File: config.mk
export PLATFORM = sky130hd
export DESIGN_NAME = seg7_scan_decoder
export DESIGN_NICKNAME = d
export VERILOG_FILES = /design/src/rtl/seg7_pkg.sv /design/src/rtl/seg7_to_bcd.sv /design/src/rtl/seg7_scan_decoder.sv
export SDC_FILE = /design/constraint.sdc
export NUM_CORES = 1
export LEC_CHECK = 0
export ABC_AREA = 1
export BUFFER_PORTS_ARGS = -buffer_cell sky130_fd_sc_hd__clkbuf_2
export CORE_AREA = 2 2 123 125
export DETAILED_ROUTE_END_ITERATION = 6
export DIE_AREA = 0 0 125 127
export HOLD_SLACK_MARGIN = 0.03
export PLACE_DENSITY = 0.51
export SKIP_CTS_REPAIR_TIMING = 1
export SYNTH_ARGS = -nofsm -noshare
export SYNTH_HDL_FRONTEND = slang
export SYNTH_SLANG_ARGS = --single-unit
File: constraint.sdc
create_clock -name clk -period 2.5 [get_ports clk]
set_input_delay 0.125 -clock clk [delete_from_list [all_inputs] [get_ports clk]]
set_output_delay 0.125 -clock clk [all_outputs]
set_load 0.1 [all_outputs]
File: src/rtl/seg7_pkg.sv
// Shared constants and types for the 7-segment scan decoder.
// Segment patterns are active-low, ordered abcdefg (bit 6 = a, bit 0 = g).
package seg7_pkg;

    localparam logic [6:0] SEG_0     = 7'b0000001;
    localparam logic [6:0] SEG_1     = 7'b1001111;
    localparam logic [6:0] SEG_2     = 7'b0010010;
    localparam logic [6:0] SEG_3     = 7'b0000110;
    localparam logic [6:0] SEG_4     = 7'b1001100;
    localparam logic [6:0] SEG_5     = 7'b0100100;
    localparam logic [6:0] SEG_6     = 7'b0100000;
    localparam logic [6:0] SEG_7     = 7'b0001111;
    localparam logic [6:0] SEG_8     = 7'b0000000;
    localparam logic [6:0] SEG_9     = 7'b0000100;
    localparam logic [6:0] SEG_BLANK = 7'b1111111;

    // Code reported for blank or unrecognised slots.
    localparam logic [3:0] DIGIT_INVALID = 4'hF;

    // Per-slot qualification state.
    typedef enum logic [1:0] {
        IDLE,
        SETTLE,
        CAPTURED
    } scan_state_e;

endpackage

File: src/rtl/seg7_to_bcd.sv
// Combinational decode of one active-low segment pattern to BCD.
// Blank (all segments off) is flagged separately and is not an error.
module seg7_to_bcd
    import seg7_pkg::*;
(
    input  logic [6:0] seg_n,
    output logic [3:0] bcd,
    output logic       is_blank,
    output logic       is_err
);

    // Pattern lookup; anything outside the table is invalid.
    always_comb begin
        bcd      = DIGIT_INVALID;
        is_blank = 1'b0;
        is_err   = 1'b0;
        case (seg_n)
            SEG_0:     bcd = 4'd0;
            SEG_1:     bcd = 4'd1;
            SEG_2:     bcd = 4'd2;
            SEG_3:     bcd = 4'd3;
            SEG_4:     bcd = 4'd4;
            SEG_5:     bcd = 4'd5;
            SEG_6:     bcd = 4'd6;
            SEG_7:     bcd = 4'd7;
            SEG_8:     bcd = 4'd8;
            SEG_9:     bcd = 4'd9;
            SEG_BLANK: is_blank = 1'b1;
            default:   is_err = 1'b1;
        endcase
    end

endmodule

File: src/rtl/seg7_scan_decoder.sv
// Monitors a multiplexed active-low 7-segment bus, qualifies each digit slot
// for stability, and publishes complete decoded frames with dp/blank/error info.
module seg7_scan_decoder
    import seg7_pkg::*;
#(
    parameter int unsigned NUM_DIGITS     = 4,
    parameter int unsigned STABLE_CYCLES  = 4,
    parameter int unsigned TIMEOUT_CYCLES = 2000000
) (
    input  logic                    clk,
    input  logic                    reset,
    input  logic [6:0]              seg_n,
    input  logic                    dp_n,
    input  logic [NUM_DIGITS-1:0]   an_n,
    output logic [4*NUM_DIGITS-1:0] digits,
    output logic [NUM_DIGITS-1:0]   dp,
    output logic [NUM_DIGITS-1:0]   blank,
    output logic                    frame_valid,
    output logic                    frame_err,
    output logic                    stale
);

    localparam int unsigned CW = $clog2(STABLE_CYCLES + 1);
    localparam int unsigned TW = $clog2(TIMEOUT_CYCLES + 1);
    localparam logic [CW-1:0] STABLE_MAX  = CW'(STABLE_CYCLES);
    localparam logic [TW-1:0] TIMEOUT_MAX = TW'(TIMEOUT_CYCLES);

    // Registered sample S and previous sample S'
    logic [6:0]            s_seg, p_seg;
    logic                  s_dp, p_dp;
    logic [NUM_DIGITS-1:0] s_an, p_an;

    logic [NUM_DIGITS-1:0] an_sel;
    logic                  an_ok;
    logic                  same;

    logic [3:0] dec_bcd;
    logic       dec_blank;
    logic       dec_err;

    scan_state_e   state_q, state_d;
    logic [CW-1:0] count_q, count_d, count_inc;
    logic          capture;

    logic [4*NUM_DIGITS-1:0] slot_code_q, slot_code_d;
    logic [NUM_DIGITS-1:0]   slot_dp_q, slot_dp_d;
    logic [NUM_DIGITS-1:0]   slot_blank_q, slot_blank_d;
    logic [NUM_DIGITS-1:0]   err_q, err_d;
    logic [NUM_DIGITS-1:0]   seen_q, seen_d;
    logic [TW-1:0]           tcnt_q, tcnt_d;

    logic [4*NUM_DIGITS-1:0] digits_q, digits_d;
    logic [NUM_DIGITS-1:0]   dp_q, dp_d;
    logic [NUM_DIGITS-1:0]   blank_q, blank_d;
    logic                    frame_valid_q, frame_valid_d;
    logic                    frame_err_q, frame_err_d;
    logic                    stale_q, stale_d;

    assign an_sel    = ~s_an;
    assign an_ok     = $onehot(an_sel);
    assign same      = ({s_seg, s_dp, s_an} == {p_seg, p_dp, p_an});
    assign count_inc = count_q + CW'(1);

    seg7_to_bcd u_dec (
        .seg_n    (s_seg),
        .bcd      (dec_bcd),
        .is_blank (dec_blank),
        .is_err   (dec_err)
    );

    // Input sample register and one-deep history; resets to an idle bus.
    always_ff @(posedge clk) begin
        if (reset) begin
            s_seg <= SEG_BLANK;
            s_dp  <= 1'b1;
            s_an  <= '1;
            p_seg <= SEG_BLANK;
            p_dp  <= 1'b1;
            p_an  <= '1;
        end else begin
            s_seg <= seg_n;
            s_dp  <= dp_n;
            s_an  <= an_n;
            p_seg <= s_seg;
            p_dp  <= s_dp;
            p_an  <= s_an;
        end
    end

    // Stability FSM: capture once per settled digit, re-arm on any change.
    always_comb begin
        state_d = state_q;
        count_d = count_q;
        capture = 1'b0;
        unique case (state_q)
            IDLE: begin
                count_d = '0;
                if (an_ok) begin
                    state_d = SETTLE;
                    count_d = CW'(1);
                end
            end
            SETTLE: begin
                if (!an_ok) begin
                    state_d = IDLE;
                    count_d = '0;
                end else if (!same) begin
                    count_d = CW'(1);
                end else if (count_inc == STABLE_MAX) begin
                    capture = 1'b1;
                    state_d = CAPTURED;
                    count_d = '0;
                end else begin
                    count_d = count_inc;
                end
            end
            CAPTURED: begin
                if (!an_ok) begin
                    state_d = IDLE;
                    count_d = '0;
                end else if (!same) begin
                    state_d = SETTLE;
                    count_d = CW'(1);
                end
            end
            default: begin
                state_d = IDLE;
                count_d = '0;
            end
        endcase
    end

    // FSM state register.
    always_ff @(posedge clk) begin
        if (reset) begin
            state_q <= IDLE;
            count_q <= '0;
        end else begin
            state_q <= state_d;
            count_q <= count_d;
        end
    end

    // Slot capture, frame publication and timeout; a capture on the
    // completion edge lands in the next frame, and capture beats timeout.
    always_comb begin
        slot_code_d   = slot_code_q;
        slot_dp_d     = slot_dp_q;
        slot_blank_d  = slot_blank_q;
        err_d         = err_q;
        seen_d        = seen_q;
        tcnt_d        = tcnt_q;
        digits_d      = digits_q;
        dp_d          = dp_q;
        blank_d       = blank_q;
        frame_valid_d = 1'b0;
        frame_err_d   = frame_err_q;
        stale_d       = stale_q;

        if (&seen_q) begin
            digits_d      = slot_code_q;
            dp_d          = slot_dp_q;
            blank_d       = slot_blank_q;
            frame_err_d   = |err_q;
            frame_valid_d = 1'b1;
            seen_d        = '0;
            err_d         = '0;
        end

        if (capture) begin
            seen_d = seen_d | an_sel;
            for (int unsigned i = 0; i < NUM_DIGITS; i++) begin
                if (an_sel[i]) begin
                    slot_code_d[4*i +: 4] = dec_bcd;
                    slot_dp_d[i]          = ~s_dp;
                    slot_blank_d[i]       = dec_blank;
                    err_d[i]              = dec_err;
                end
            end
            tcnt_d  = '0;
            stale_d = 1'b0;
        end else begin
            tcnt_d = (tcnt_q == TIMEOUT_MAX) ? tcnt_q : tcnt_q + TW'(1);
            if (tcnt_d == TIMEOUT_MAX) begin
                stale_d = 1'b1;
                seen_d  = '0;
                err_d   = '0;
            end
        end
    end

    // Slot storage, frame outputs and timeout counter.
    always_ff @(posedge clk) begin
        if (reset) begin
            slot_code_q   <= '0;
            slot_dp_q     <= '0;
            slot_blank_q  <= '0;
            err_q         <= '0;
            seen_q        <= '0;
            tcnt_q        <= '0;
            digits_q      <= '0;
            dp_q          <= '0;
            blank_q       <= '0;
            frame_valid_q <= 1'b0;
            frame_err_q   <= 1'b0;
            stale_q       <= 1'b0;
        end else begin
            slot_code_q   <= slot_code_d;
            slot_dp_q     <= slot_dp_d;
            slot_blank_q  <= slot_blank_d;
            err_q         <= err_d;
            seen_q        <= seen_d;
            tcnt_q        <= tcnt_d;
            digits_q      <= digits_d;
            dp_q          <= dp_d;
            blank_q       <= blank_d;
            frame_valid_q <= frame_valid_d;
            frame_err_q   <= frame_err_d;
            stale_q       <= stale_d;
        end
    end

    assign digits      = digits_q;
    assign dp          = dp_q;
    assign blank       = blank_q;
    assign frame_valid = frame_valid_q;
    assign frame_err   = frame_err_q;
    assign stale       = stale_q;

endmodule

==> run_results.csv <==
group,metric,value,unit
routing,vias_per_cell,4.65,
critical_path,max_stage_delay,0.55,ns
critical_path,r2r_end,"slot_code_q[3]",
outcome,status,"finished with violations",
power,power.total,0.00353,W
global_routing,use_met1,0.193,
logic_synthesis,synth_edf_count,0,
min_path,hold_path_class,"input pin to register",
timing,setup_viol,2,
clock_tree,cts.htree.levels,3,
logic_synthesis,synth_top_flop_cell,"dfxtp_1",
min_path,min_path_cells,2,
flow_run,maxCapViolations,0,
critical_path,crit_path_end_kind,"register",
floorplanning,placementRows,44,
logic_synthesis,synthArstFlopShare,0,
placed_design,placed_cell_area,0.00551,mm^2
min_path,min_to,"err_q[3]",
critical_path,cp_max_fo,8,
logic_synthesis,synth_area_per_cell,7.46,um^2
power,leakagePower,2.71,nW
logic_synthesis,netlist_instances,668,
global_routing,grt_max_degree,39,
finish,fin_nets,759,
routing,wirelength,11.8,mm
global_routing,grt_busiest_layer,"met2",
timing,rsz0062_at_grt,"yes",
clock_tree,cts.sinks,109,
critical_path,ff2ff_setup_slack,-0.008,ns
min_path,holdCritStartpoint,"reset",
placed_design,place_congestion,0.884,
global_routing,antenna_found_initial,0,
floorplanning,dieWidth,125,um
critical_path,cp_num_buf_inv,4,
routing,dr.pass1.iters,5,
logic_synthesis,yosysWarningCount,0,
critical_path,cp_cell_sequence,"fa_1 -> inv_2 -> ha_4 -> ha_4 -> nor3_4 -> nand2_2 -> inv_2 -> nand3_4 -> buf_12 -> nor2_8 -> buf_12 -> o21ai_2 -> nor2_1",
timing,hold_slack,0.207,ns
global_routing,grt_usage,0.150,
clock_tree,clock_latency,0.36,ns
timing,relSlewSlack,0.372,
logic_synthesis,synth_simple_gate_area_frac,0.326,
timing,fmax,0.399,GHz
routing,drtAntennaViolNets,0,
logic_synthesis,syn_area,0.00498,mm^2
floorplanning,die_h,127,um
timing,hold_viol_final,0,
critical_path,path_class,"register to register",
logic_synthesis,ys_types,36,
power,powerDensity,580,mW/mm^2
critical_path,start_kind,"register",
finish,fillers,1488,
clock_tree,clk_pin_slew,0.07,ns
routing,drc,0,
routing,drt_iter0_markers,190,
logic_synthesis,synth_compound_area_frac,0.0992,
timing,fin_skew,0.00987,ns
routing,vias,4313,
timing,worstMarginPinSlew,0.941,ns
timing,drv_slew,0,
logic_synthesis,ys_ff_latch,109,
logic_synthesis,synth_top_family_by_area,"simple AND/OR/NAND/NOR gates",
logic_synthesis,ys_seq_area_frac,0.438,
clock_tree,ctsRootBufferMaster,"clkbuf_16",
critical_path,reg2reg_from,"s_an[3]",
global_routing,grt_use_met3,0.0364,
timing,fin_ws,-0.00770,ns
timing,setup_tns,-0.0135,ns
floorplanning,core_area,0.0144,mm^2
routing,wire_per_inst,12.7,um
finish,diodes,0,
timing,fin_crit,2.51,ns
critical_path,worstPathArrival,2.80,ns
placed_design,io_buffers,40,
placed_design,dp_slack,-0.120,ns
floorplanning,die-area,0.0159,mm^2
logic_synthesis,yosys-mux-area-fraction,0,
clock_tree,cts_made_buffers,9,
finish,layout-drive-gt1-share,0.215,
finish,area_growth,22.1,%
finish,design_area,0.00608,mm^2
critical_path,cp_top_family,"adder cells",
logic_synthesis,synth-xor-area-share,0.0387,
global_routing,grt-ovfl-total,0,
global_routing,first_global_vias,4070,
clock_tree,cts_buffer_depth,2,
floorplanning,start_util,0.345,
placed_design,dpl.hpwl,8.55,mm
power,peakVddDrop,0.000354,V
timing,finalCritPeriodShare,1.00,
clock_tree,cts_tree,"done",
critical_path,reg2reg_depth,13,
critical_path,cpMaxStageDelayCell,"fa_1",
logic_synthesis,synth_fa_ha_area_frac,0.0191,
global_routing,grt_pass1_wl,19.3,mm
floorplanning,num_io_pins,41,
logic_synthesis,synthesis.nets,689,
critical_path,required,2.79,ns
outcome,violations,"setup timing",
global_routing,use_met2,0.250,
metal layers:
layer | wire length (um) | up-vias
met5 | 0 | -
met4 | 98 | 0
met3 | 405 | 8
met2 | 5730 | 77
met1 | 5550 | 1968
li1 | - | 2260
synthesized netlist by cell type (2+ instances only):
library cell,count,area (um^2)
a21oi_1,18,90.1
a21oi_2,7,61.3
buf_6,4,45.0
clkbuf_1,11,41.3
dfxtp_1,109,2180
ha_1,6,75.1
inv_1,70,263
inv_2,4,15.0
nand2_1,105,394
nand2_2,11,68.8
nand2_4,3,33.8
nand3_1,25,125
nand3_2,6,60.1
nand4_1,14,87.6
nor2_1,146,548
nor2_2,5,31.3
nor2_4,7,78.8
nor2_8,2,40.0
nor3_1,7,35.0
nor4_1,5,31.3
o211ai_1,2,15.0
o21ai_0,43,215
o21ai_1,13,65.1
o21bai_1,2,15.0
or2_2,12,75.1
xnor2_1,11,96.3
xor2_1,11,96.3
logic make-up after synthesis:
family          Yosys count
buf+inv                  93
xor+xnor                 22
flops                   109
simple gates            349
fa+ha+maj                 7
compound gates           88
flip-flops by register name, summed over array words and instances, names as in the netlist, 2 cells and up:
name          count
err_q             4
slot_code_q      16
tcnt_q           21
digits           16
seen_q            4
blank             4
p_an              4
dp                4
slot_dp_q         4
slot_blank_q      4
count_q           3
s_seg             7
p_seg             7
state_q           2
s_an              4
where the power goes:
group          switching (W)  internal, W
clock               0.000667     0.000843
sequential         0.0000265      0.00176
combinational       0.000126     0.000102
layout by cell type, fill, tap and decap left out, drive strengths merged, types with 3 or more instances in the layout:
| cell type | count |
|---|---|
| nor4 | 5 |
| ha | 6 |
| nand2 | 119 |
| xnor2 | 11 |
| dfxtp | 109 |
| nand3 | 32 |
| buf | 25 |
| or2 | 12 |
| clkinv | 3 |
| o21ai | 56 |
| a21oi | 26 |
| inv | 76 |
| clkbuf | 51 |
| nor2 | 160 |
| nand4 | 14 |
| dlygate4sd3 | 12 |
| nor3 | 7 |
| xor2 | 11 |
final cells by class:
cell class | instances | area, um^2 | share of cell area
multi-input cells | 466 | 2480 | 0.408
well taps | 184 | 230 | 0.0378
flip-flops and latches | 109 | 2180 | 0.359
clock buffers | 11 | 253 | 0.0415
inverters | 75 | 282 | 0.0463
clock inverters | 5 | 63.8 | 0.0105
repair buffers | 77 | 587 | 0.0964
worst max path at each step:
| stage | startpoint | to | slack [ns] | cells after the start |
|---|---|---|---|---|
| after floorplan | s_an[1] | slot_code_q[4] | 0.007 | 13 |
| after global placement | s_an[0] | err_q[3] | -0.03 | 12 |
| after detailed placement | s_an[0] | slot_code_q[10] | -0.12 | 12 |
| after CTS | s_an[0] | slot_code_q[10] | -0.13 | 12 |
| after global routing | s_an[3] | slot_dp_q[1] | -0.13 | 13 |
| final | s_an[3] | slot_code_q[3] | -0.008 | 13 |
through the flow:
stage | utilization | std cells
2_1_floorplan | - | 668
3_3_place_gp | 0.382 | 893
3_5_place_dp | 0.382 | 893
4_1_cts | 0.404 | 909
5_1_grt | 0.422 | 927
6_report | 0.422 | 927
Power figures use the tool's default switching activity.
